## src/rtl/lsu_pkg.sv

```systemverilog
// Shared definitions for the NPC load/store stage: mem_op codes, FSM state encodings and op decode.
package lsu_pkg;

  localparam logic [3:0] OpNone = 4'd0;
  localparam logic [3:0] OpLb   = 4'd1;
  localparam logic [3:0] OpLh   = 4'd2;
  localparam logic [3:0] OpLw   = 4'd3;
  localparam logic [3:0] OpLbu  = 4'd4;
  localparam logic [3:0] OpLhu  = 4'd5;
  localparam logic [3:0] OpSb   = 4'd9;
  localparam logic [3:0] OpSh   = 4'd10;
  localparam logic [3:0] OpSw   = 4'd11;

  localparam logic [1:0] StIdle = 2'd0;
  localparam logic [1:0] StReq  = 2'd1;
  localparam logic [1:0] StWait = 2'd2;
  localparam logic [1:0] StDone = 2'd3;

  typedef enum logic [1:0] {SzByte, SzHalf, SzWord} size_e;

  typedef struct packed {
    logic  is_load;
    logic  is_store;
    size_e size;
    logic  sext;
  } op_dec_t;

  // Unlisted codes decode as NONE (neither load nor store).
  function automatic op_dec_t decode_op(input logic [3:0] op);
    op_dec_t d;
    d = '{is_load: 1'b0, is_store: 1'b0, size: SzWord, sext: 1'b0};
    case (op)
      OpLb:    d = '{is_load: 1'b1, is_store: 1'b0, size: SzByte, sext: 1'b1};
      OpLh:    d = '{is_load: 1'b1, is_store: 1'b0, size: SzHalf, sext: 1'b1};
      OpLw:    d = '{is_load: 1'b1, is_store: 1'b0, size: SzWord, sext: 1'b0};
      OpLbu:   d = '{is_load: 1'b1, is_store: 1'b0, size: SzByte, sext: 1'b0};
      OpLhu:   d = '{is_load: 1'b1, is_store: 1'b0, size: SzHalf, sext: 1'b0};
      OpSb:    d = '{is_load: 1'b0, is_store: 1'b1, size: SzByte, sext: 1'b0};
      OpSh:    d = '{is_load: 1'b0, is_store: 1'b1, size: SzHalf, sext: 1'b0};
      OpSw:    d = '{is_load: 1'b0, is_store: 1'b1, size: SzWord, sext: 1'b0};
      default: ;
    endcase
    return d;
  endfunction

  function automatic logic is_misaligned(input op_dec_t d, input logic [1:0] a);
    return (d.is_load || d.is_store) &&
           (((d.size == SzHalf) && a[0]) || ((d.size == SzWord) && (a != 2'b00)));
  endfunction

endpackage

```

## src/rtl/lsu_align.sv

```systemverilog
// Combinational lane logic: store strobe/data replication and load extract with sign/zero extension.
module lsu_align
  import lsu_pkg::*;
(
  input  logic [3:0]  op,
  input  logic [1:0]  addr_lo,
  input  logic [31:0] store_data,
  input  logic [31:0] load_word,
  output logic [3:0]  wstrb,
  output logic [31:0] wdata,
  output logic [31:0] load_result
);

  op_dec_t     dec;
  logic [31:0] byte_sh;
  logic [31:0] half_sh;

  always_comb begin
    dec         = decode_op(op);
    byte_sh     = load_word >> {addr_lo, 3'b000};
    half_sh     = load_word >> {addr_lo[1], 4'b0000};
    wstrb       = 4'b0000;
    wdata       = store_data;
    load_result = load_word;
    unique case (dec.size)
      SzByte: begin
        wstrb       = 4'b0001 << addr_lo;
        wdata       = {4{store_data[7:0]}};
        load_result = {{24{dec.sext & byte_sh[7]}}, byte_sh[7:0]};
      end
      SzHalf: begin
        wstrb       = addr_lo[1] ? 4'b1100 : 4'b0011;
        wdata       = {2{store_data[15:0]}};
        load_result = {{16{dec.sext & half_sh[15]}}, half_sh[15:0]};
      end
      default: begin
        wstrb       = 4'b1111;
        wdata       = store_data;
        load_result = load_word;
      end
    endcase
    // Strobes only mean something on a write.
    if (!dec.is_store) wstrb = 4'b0000;
  end

endmodule

```

## src/rtl/lsu.sv

```systemverilog
// NPC load/store stage: one instruction in flight, IDLE -> REQ -> WAIT -> DONE.
// Optional LSU_MISALIGN_CHECK_EN adds out_misalign and skips the bus for misaligned accesses.
module lsu
  import lsu_pkg::*;
#(
  parameter int unsigned ADDR_W = 32,
  parameter int unsigned DATA_W = 32
) (
  input  logic              clk,
  input  logic              rst,
  input  logic              in_valid,
  output logic              in_ready,
  input  logic [ADDR_W-1:0] ex_result,
  input  logic [DATA_W-1:0] rs2_value,
  input  logic [3:0]        mem_op,
  input  logic [4:0]        rd_addr,
  input  logic              rd_wen,
  input  logic [ADDR_W-1:0] pc,
  output logic              mem_req_valid,
  input  logic              mem_req_ready,
  output logic [ADDR_W-1:0] mem_req_addr,
  output logic              mem_req_wen,
  output logic [DATA_W-1:0] mem_req_wdata,
  output logic [3:0]        mem_req_wstrb,
  input  logic              mem_rsp_valid,
  input  logic [DATA_W-1:0] mem_rsp_rdata,
  output logic              out_valid,
  input  logic              out_ready,
  output logic [DATA_W-1:0] out_result,
  output logic [4:0]        out_rd_addr,
  output logic              out_rd_wen,
  output logic [ADDR_W-1:0] out_pc
`ifdef LSU_MISALIGN_CHECK_EN
  , output logic            out_misalign
`endif
);

  logic [1:0]        state_q, state_d;
  logic [3:0]        op_q, op_d;
  logic [1:0]        addr_lo_q, addr_lo_d;
  logic              req_valid_q, req_valid_d;
  logic [ADDR_W-1:0] req_addr_q, req_addr_d;
  logic              req_wen_q, req_wen_d;
  logic [DATA_W-1:0] req_wdata_q, req_wdata_d;
  logic [3:0]        req_wstrb_q, req_wstrb_d;
  logic              out_valid_q, out_valid_d;
  logic [DATA_W-1:0] out_result_q, out_result_d;
  logic [4:0]        out_rd_addr_q, out_rd_addr_d;
  logic              out_rd_wen_q, out_rd_wen_d;
  logic [ADDR_W-1:0] out_pc_q, out_pc_d;
`ifdef LSU_MISALIGN_CHECK_EN
  logic              misalign_q, misalign_d;
`endif

  op_dec_t     in_dec;
  op_dec_t     cur_dec;
  logic [3:0]  align_op;
  logic [1:0]  align_addr;
  logic [3:0]  align_wstrb;
  logic [31:0] align_wdata;
  logic [31:0] align_load;

  // In IDLE the aligner sees the incoming op so the request can be registered at capture.
  assign align_op   = (state_q == StIdle) ? mem_op : op_q;
  assign align_addr = (state_q == StIdle) ? ex_result[1:0] : addr_lo_q;

  lsu_align u_align (
    .op          (align_op),
    .addr_lo     (align_addr),
    .store_data  (rs2_value),
    .load_word   (mem_rsp_rdata),
    .wstrb       (align_wstrb),
    .wdata       (align_wdata),
    .load_result (align_load)
  );

  always_comb begin
    in_dec        = decode_op(mem_op);
    cur_dec       = decode_op(op_q);
    state_d       = state_q;
    op_d          = op_q;
    addr_lo_d     = addr_lo_q;
    req_valid_d   = req_valid_q;
    req_addr_d    = req_addr_q;
    req_wen_d     = req_wen_q;
    req_wdata_d   = req_wdata_q;
    req_wstrb_d   = req_wstrb_q;
    out_valid_d   = out_valid_q;
    out_result_d  = out_result_q;
    out_rd_addr_d = out_rd_addr_q;
    out_rd_wen_d  = out_rd_wen_q;
    out_pc_d      = out_pc_q;
`ifdef LSU_MISALIGN_CHECK_EN
    misalign_d    = misalign_q;
`endif
    unique case (state_q)
      StIdle: begin
        if (in_valid) begin
          op_d          = mem_op;
          addr_lo_d     = ex_result[1:0];
          out_rd_addr_d = rd_addr;
          out_pc_d      = pc;
`ifdef LSU_MISALIGN_CHECK_EN
          misalign_d    = 1'b0;
`endif
          if (!in_dec.is_load && !in_dec.is_store) begin
            out_result_d = ex_result;
            out_rd_wen_d = rd_wen;
            out_valid_d  = 1'b1;
            state_d      = StDone;
`ifdef LSU_MISALIGN_CHECK_EN
          end else if (is_misaligned(in_dec, ex_result[1:0])) begin
            out_result_d = ex_result;
            out_rd_wen_d = 1'b0;
            misalign_d   = 1'b1;
            out_valid_d  = 1'b1;
            state_d      = StDone;
`endif
          end else begin
            req_valid_d  = 1'b1;
            req_addr_d   = {ex_result[ADDR_W-1:2], 2'b00};
            req_wen_d    = in_dec.is_store;
            req_wdata_d  = align_wdata;
            req_wstrb_d  = align_wstrb;
            out_rd_wen_d = in_dec.is_store ? 1'b0 : rd_wen;
            state_d      = StReq;
          end
        end
      end
      StReq: begin
        if (mem_req_ready) begin
          req_valid_d = 1'b0;
          state_d     = StWait;
        end
      end
      StWait: begin
        if (mem_rsp_valid) begin
          out_result_d = cur_dec.is_store ? '0 : align_load;
          out_valid_d  = 1'b1;
          state_d      = StDone;
        end
      end
      default: begin
        if (out_ready) begin
          out_valid_d = 1'b0;
          state_d     = StIdle;
        end
      end
    endcase
  end

  always_ff @(posedge clk) begin
    if (rst) begin
      state_q       <= StIdle;
      op_q          <= OpNone;
      addr_lo_q     <= '0;
      req_valid_q   <= 1'b0;
      req_addr_q    <= '0;
      req_wen_q     <= 1'b0;
      req_wdata_q   <= '0;
      req_wstrb_q   <= '0;
      out_valid_q   <= 1'b0;
      out_result_q  <= '0;
      out_rd_addr_q <= '0;
      out_rd_wen_q  <= 1'b0;
      out_pc_q      <= '0;
`ifdef LSU_MISALIGN_CHECK_EN
      misalign_q    <= 1'b0;
`endif
    end else begin
      state_q       <= state_d;
      op_q          <= op_d;
      addr_lo_q     <= addr_lo_d;
      req_valid_q   <= req_valid_d;
      req_addr_q    <= req_addr_d;
      req_wen_q     <= req_wen_d;
      req_wdata_q   <= req_wdata_d;
      req_wstrb_q   <= req_wstrb_d;
      out_valid_q   <= out_valid_d;
      out_result_q  <= out_result_d;
      out_rd_addr_q <= out_rd_addr_d;
      out_rd_wen_q  <= out_rd_wen_d;
      out_pc_q      <= out_pc_d;
`ifdef LSU_MISALIGN_CHECK_EN
      misalign_q    <= misalign_d;
`endif
    end
  end

  assign in_ready      = (state_q == StIdle) && !rst;
  assign mem_req_valid = req_valid_q;
  assign mem_req_addr  = req_addr_q;
  assign mem_req_wen   = req_wen_q;
  assign mem_req_wdata = req_wdata_q;
  assign mem_req_wstrb = req_wstrb_q;
  assign out_valid     = out_valid_q;
  assign out_result    = out_result_q;
  assign out_rd_addr   = out_rd_addr_q;
  assign out_rd_wen    = out_rd_wen_q;
  assign out_pc        = out_pc_q;
`ifdef LSU_MISALIGN_CHECK_EN
  assign out_misalign  = misalign_q;
`endif

endmodule

```

## config.mk

```make
export PLATFORM = sky130hd
export DESIGN_NAME = lsu
export DESIGN_NICKNAME = d
export VERILOG_FILES = /design/src/rtl/lsu_pkg.sv /design/src/rtl/lsu_align.sv /design/src/rtl/lsu.sv
export SDC_FILE = /design/constraint.sdc
export NUM_CORES = 1
export LEC_CHECK = 0
export CAP_MARGIN = 20
export CORE_ASPECT_RATIO = 0.7
export CORE_MARGIN = 2
export CORE_UTILIZATION = 39
export CTS_CLUSTER_SIZE = 8
export DETAILED_ROUTE_END_ITERATION = 7
export PLACE_DENSITY = 0.89
export SLEW_MARGIN = 25
export SYNTH_ARGS = -nofsm -noshare
export SYNTH_HDL_FRONTEND = slang
export SYNTH_HIERARCHICAL = 1
export SYNTH_SLANG_ARGS = --single-unit
```

## constraint.sdc

```tcl
create_clock -name clk -period 2.7 [get_ports clk]
set_clock_uncertainty 0.1 [all_clocks]
set_input_delay 0.405 -clock clk [delete_from_list [all_inputs] [get_ports clk]]
set_output_delay 0.405 -clock clk [all_outputs]
set_load 0.02 [all_outputs]
```

==> results.py <==
metrics = {
    "run_status": {
        "status": "finished, final reports clean",
    },
    "critical_path": {
        "ff2ff_path_depth": 9,
        "worstPathMaxFanout": 8,
        "crit_family": "compound AO/OA/AOI/OAI gates",
        "cp.arrival_ns": 2.80,
        "worstSetupPathType": "reg -> reg",
        "critPathLaunchType": "flop",
        "crit_buf_inv": 1,
        "crit_path_end_kind": "flop",
        "path_cells": "inv_2 -> ha_4 -> mux2_4 -> or4b_4 -> o41ai_4 -> a21oi_4 -> a221o_1 -> a21oi_2 -> a211oi_1",
        "crit_path_max_incr_delay_ns": 0.57,
        "required_ns": 2.87,
        "critical_path_cell_count": 9,
        "slowest_stage": "or4b_4",
    },
    "layout": {
        "seqCellArea_um2": 2950,
        "multi_input_area_um2": 3640,
        "layout.nets": 1266,
        "antennaDiodeCount": 0,
        "area_growth_pct": 54.3,
        "drive_above_1_share_pct": 11.4,
        "nFillCells": 1486,
        "fin_util_pct": 62.0,
    },
    "synth": {
        "syn_inst": 856,
        "synth_area_per_cell_um2": 8.12,
        "ys.warnings.count": 6,
        "async_reset_ff_share_pct": 0,
        "ys_types": 49,
        "synth-seq-cells": 147,
        "yosysTopAreaCell": "dfxtp_1",
        "synth.area.top_cells": "dfxtp_1, a21oi_1, nand2_1",
        "synth_edf_count": 0,
        "synth_common_cells": "nand2_1, a21oi_1, dfxtp_1",
        "ys_seq_area_share_pct": 42.3,
        "synth_flop_cell": "dfxtp_1",
        "synth.most_common_cell": "nand2_1",
        "synth_top_area_share_pct": 42.3,
        "synth.cell_area_um2": 6950,
    },
    "hold_path": {
        "hold_depth": 2,
        "hold_class": "reg -> reg",
    },
    "pwr": {
        "clkPwrFrac_pct": 21.0,
        "pwr-share-seq_pct": 25.8,
        "powerDensity_nw_per_um2": 1040,
        "p_int_mw": 6.68,
        "ir_drop_mv": 0.533,
        "power.leakage_nw": 3.99,
        "switching_share_pct": 40.4,
        "switching_power_mw": 4.52,
        "combPwrFrac_pct": 53.2,
    },
    "timing": {
        "worst_slew_pin_slew_ns": 0.706,
        "final-hold-violation-count": 0,
        "setup_viol": 0,
        "slew_violations": 0,
        "period_minus_slack_ns": 2.63,
        "slew_headroom_pct": 53.0,
        "worst_slack_ns": 0.0666,
        "fmax_mhz": 380,
        "period_share_pct": 97.5,
        "rsz0062_at_grt": "no",
        "final.setup.tns_ns": 0,
    },
    "clock_tree": {
        "clock-root-buffer": "clkbuf_16",
        "cts_tree": "done",
        "hold_buffers": 0,
        "cts_sinks": 147,
        "htreeDepth": 4,
        "clkLatencyLatePin_ns": 0.42,
        "cts_buffer_depth": 2,
        "clkTransAtPathRegs_ns": 0.07,
        "cts_buffers": 17,
    },
    "global_route": {
        "antenna_found_initial": 1,
        "grt_max_degree": 149,
        "grt_usage_pct": 26.0,
        "grt_pass1_vias": 7040,
        "grt_pass1_wl_mm": 38.1,
        "grt_overflow": 0,
    },
    "route": {
        "routed_wl_mm": 25.5,
        "viasPerCell": 5.35,
        "drt_iter0_drc": 560,
        "vias": 7280,
        "wl_per_cell_um": 18.7,
        "firstDrtPassIters": 7,
        "drc": 0,
        "drtAntennaViolNets": 0,
    },
    "floorplan": {
        "core_area_um2": 17300,
        "die_area_um2": 18900,
        "fp.dieH_um": 116,
        "core.rowCount": 40,
        "die_w_um": 164,
        "io_pins": 286,
        "start_util_pct": 40.2,
    },
    "placement": {
        "port_buffers": 283,
        "gp_congestion": 0.866,
        "place_hpwl_mm": 18.5,
        "place_ws_ns": -0.247,
    },
    "run": {
        "maxCapViolCount": 0,
    },
}
## final cells by class
| class | count | share of cell area, % |
|---|---|---|
| multi-input cells | 618 | 33.9 |
| inverters | 8 | 0.303 |
| clock buffers | 18 | 4.09 |
| clock inverters | 14 | 1.32 |
| well taps | 231 | 2.69 |
| repair buffers | 326 | 30.2 |
| flip-flops and latches | 147 | 27.4 |
## layout by cell type, fill, tap and decap left out, drive strengths merged, types with 4 or more instances in the layout
master         instances
clkbuf                18
inv                   14
a211oi                34
a21o                  24
nand3                  4
a22o                   8
mux4                   8
nor2b                 35
buf                   44
dfxtp                147
a21oi                184
nand2                223
nor2                   6
o21ai                  8
and2                  12
ha                     4
clkinv                 4
clkdlybuf4s50        282
mux2                  22
a221o                 16
## power by group through the flow
stage / sequential, mW / combinational [mW] / clock [mW]
final: 2.89 / 5.96 / 2.35
after global routing: 2.93 / 6.39 / 2.48
after CTS: 2.88 / 5.80 / 2.39
after detailed placement: 2.93 / 5.76 / 0
after global placement: 2.90 / 5.62 / 0
after floorplan: 3.38 / 3.20 / 0
## layer usage
metal,share of wire [%],global-route usage (%)
met1,40,31.1
met2,47,44.2
met3,11,9.88
met4,1.8,7.19
met5,0,0
## cells by family (layout without fill, tap and decap cells)
kind of cell,after synthesis,after routing,synth area share (%)
buffers and inverters,93,366,6.71
multiplexers,30,30,6.21
flip-flops,147,147,42.3
adder cells (fa/ha/maj),4,4,0.720
XOR/XNOR,1,1,0.126
other,1,2,0.0539
AO/OA/AOI/OAI,285,286,25.3
AND/OR/NAND/NOR,295,295,18.5
## path summary, 6_finish.rpt
kind / endpoint / slack (ns) / startpoint
min reg2reg: out_pc[19] / 0.35 / out_pc[19]
max reg2reg: out_result[5] / 0.07 / state_q[0]
max: out_result[5] / 0.07 / state_q[0]
min: out_pc[19] / 0.35 / out_pc[19]
## repair_timing
| action | CTS | global route |
|---|---|---|
| resized for setup | 2 | 11 |
| setup buffers | 0 | 2 |
| endpoints found under the setup margin | 15 | 39 |
| gates cloned | 0 | 1 |
| pin swaps | 0 | 5 |
## metrics by stage
stage / std cells / power [mW] / hold slack, ns / area (um^2)
2_1_floorplan: 857 / 6.58 / 0.334 / 7010
3_3_place_gp: 1327 / 8.52 / 0.339 / 10100
3_5_place_dp: 1327 / 8.68 / 0.346 / 10100
4_1_cts: 1359 / 11.1 / 0.354 / 10700
5_1_grt: 1362 / 11.8 / 0.369 / 10700
6_report: 1362 / 11.2 / 0.354 / 10700
## worst reg2reg max path, stage by stage, from the launching register on
cell and delay (ns):
dfxtp_2 0.37, inv_2 0.06, ha_4 0.20, mux2_4 0.33
or4b_4 0.57, o41ai_4 0.11, a21oi_4 0.13, a221o_1 0.39
a21oi_2 0.16, a211oi_1 0.08
## flip-flops by register name, summed over array words and instances, names as in the netlist
signal and flops:
addr_lo_q 2, mem_req_wdata 32, op_q 4, out_pc 32, mem_req_addr 30, mem_req_wstrb 4, out_result 32, out_rd_wen 1
mem_req_wen 1, out_rd_addr 5, mem_req_valid 1, state_q 2, out_valid 1
Note: power is estimated with default switching activity, not from simulation.
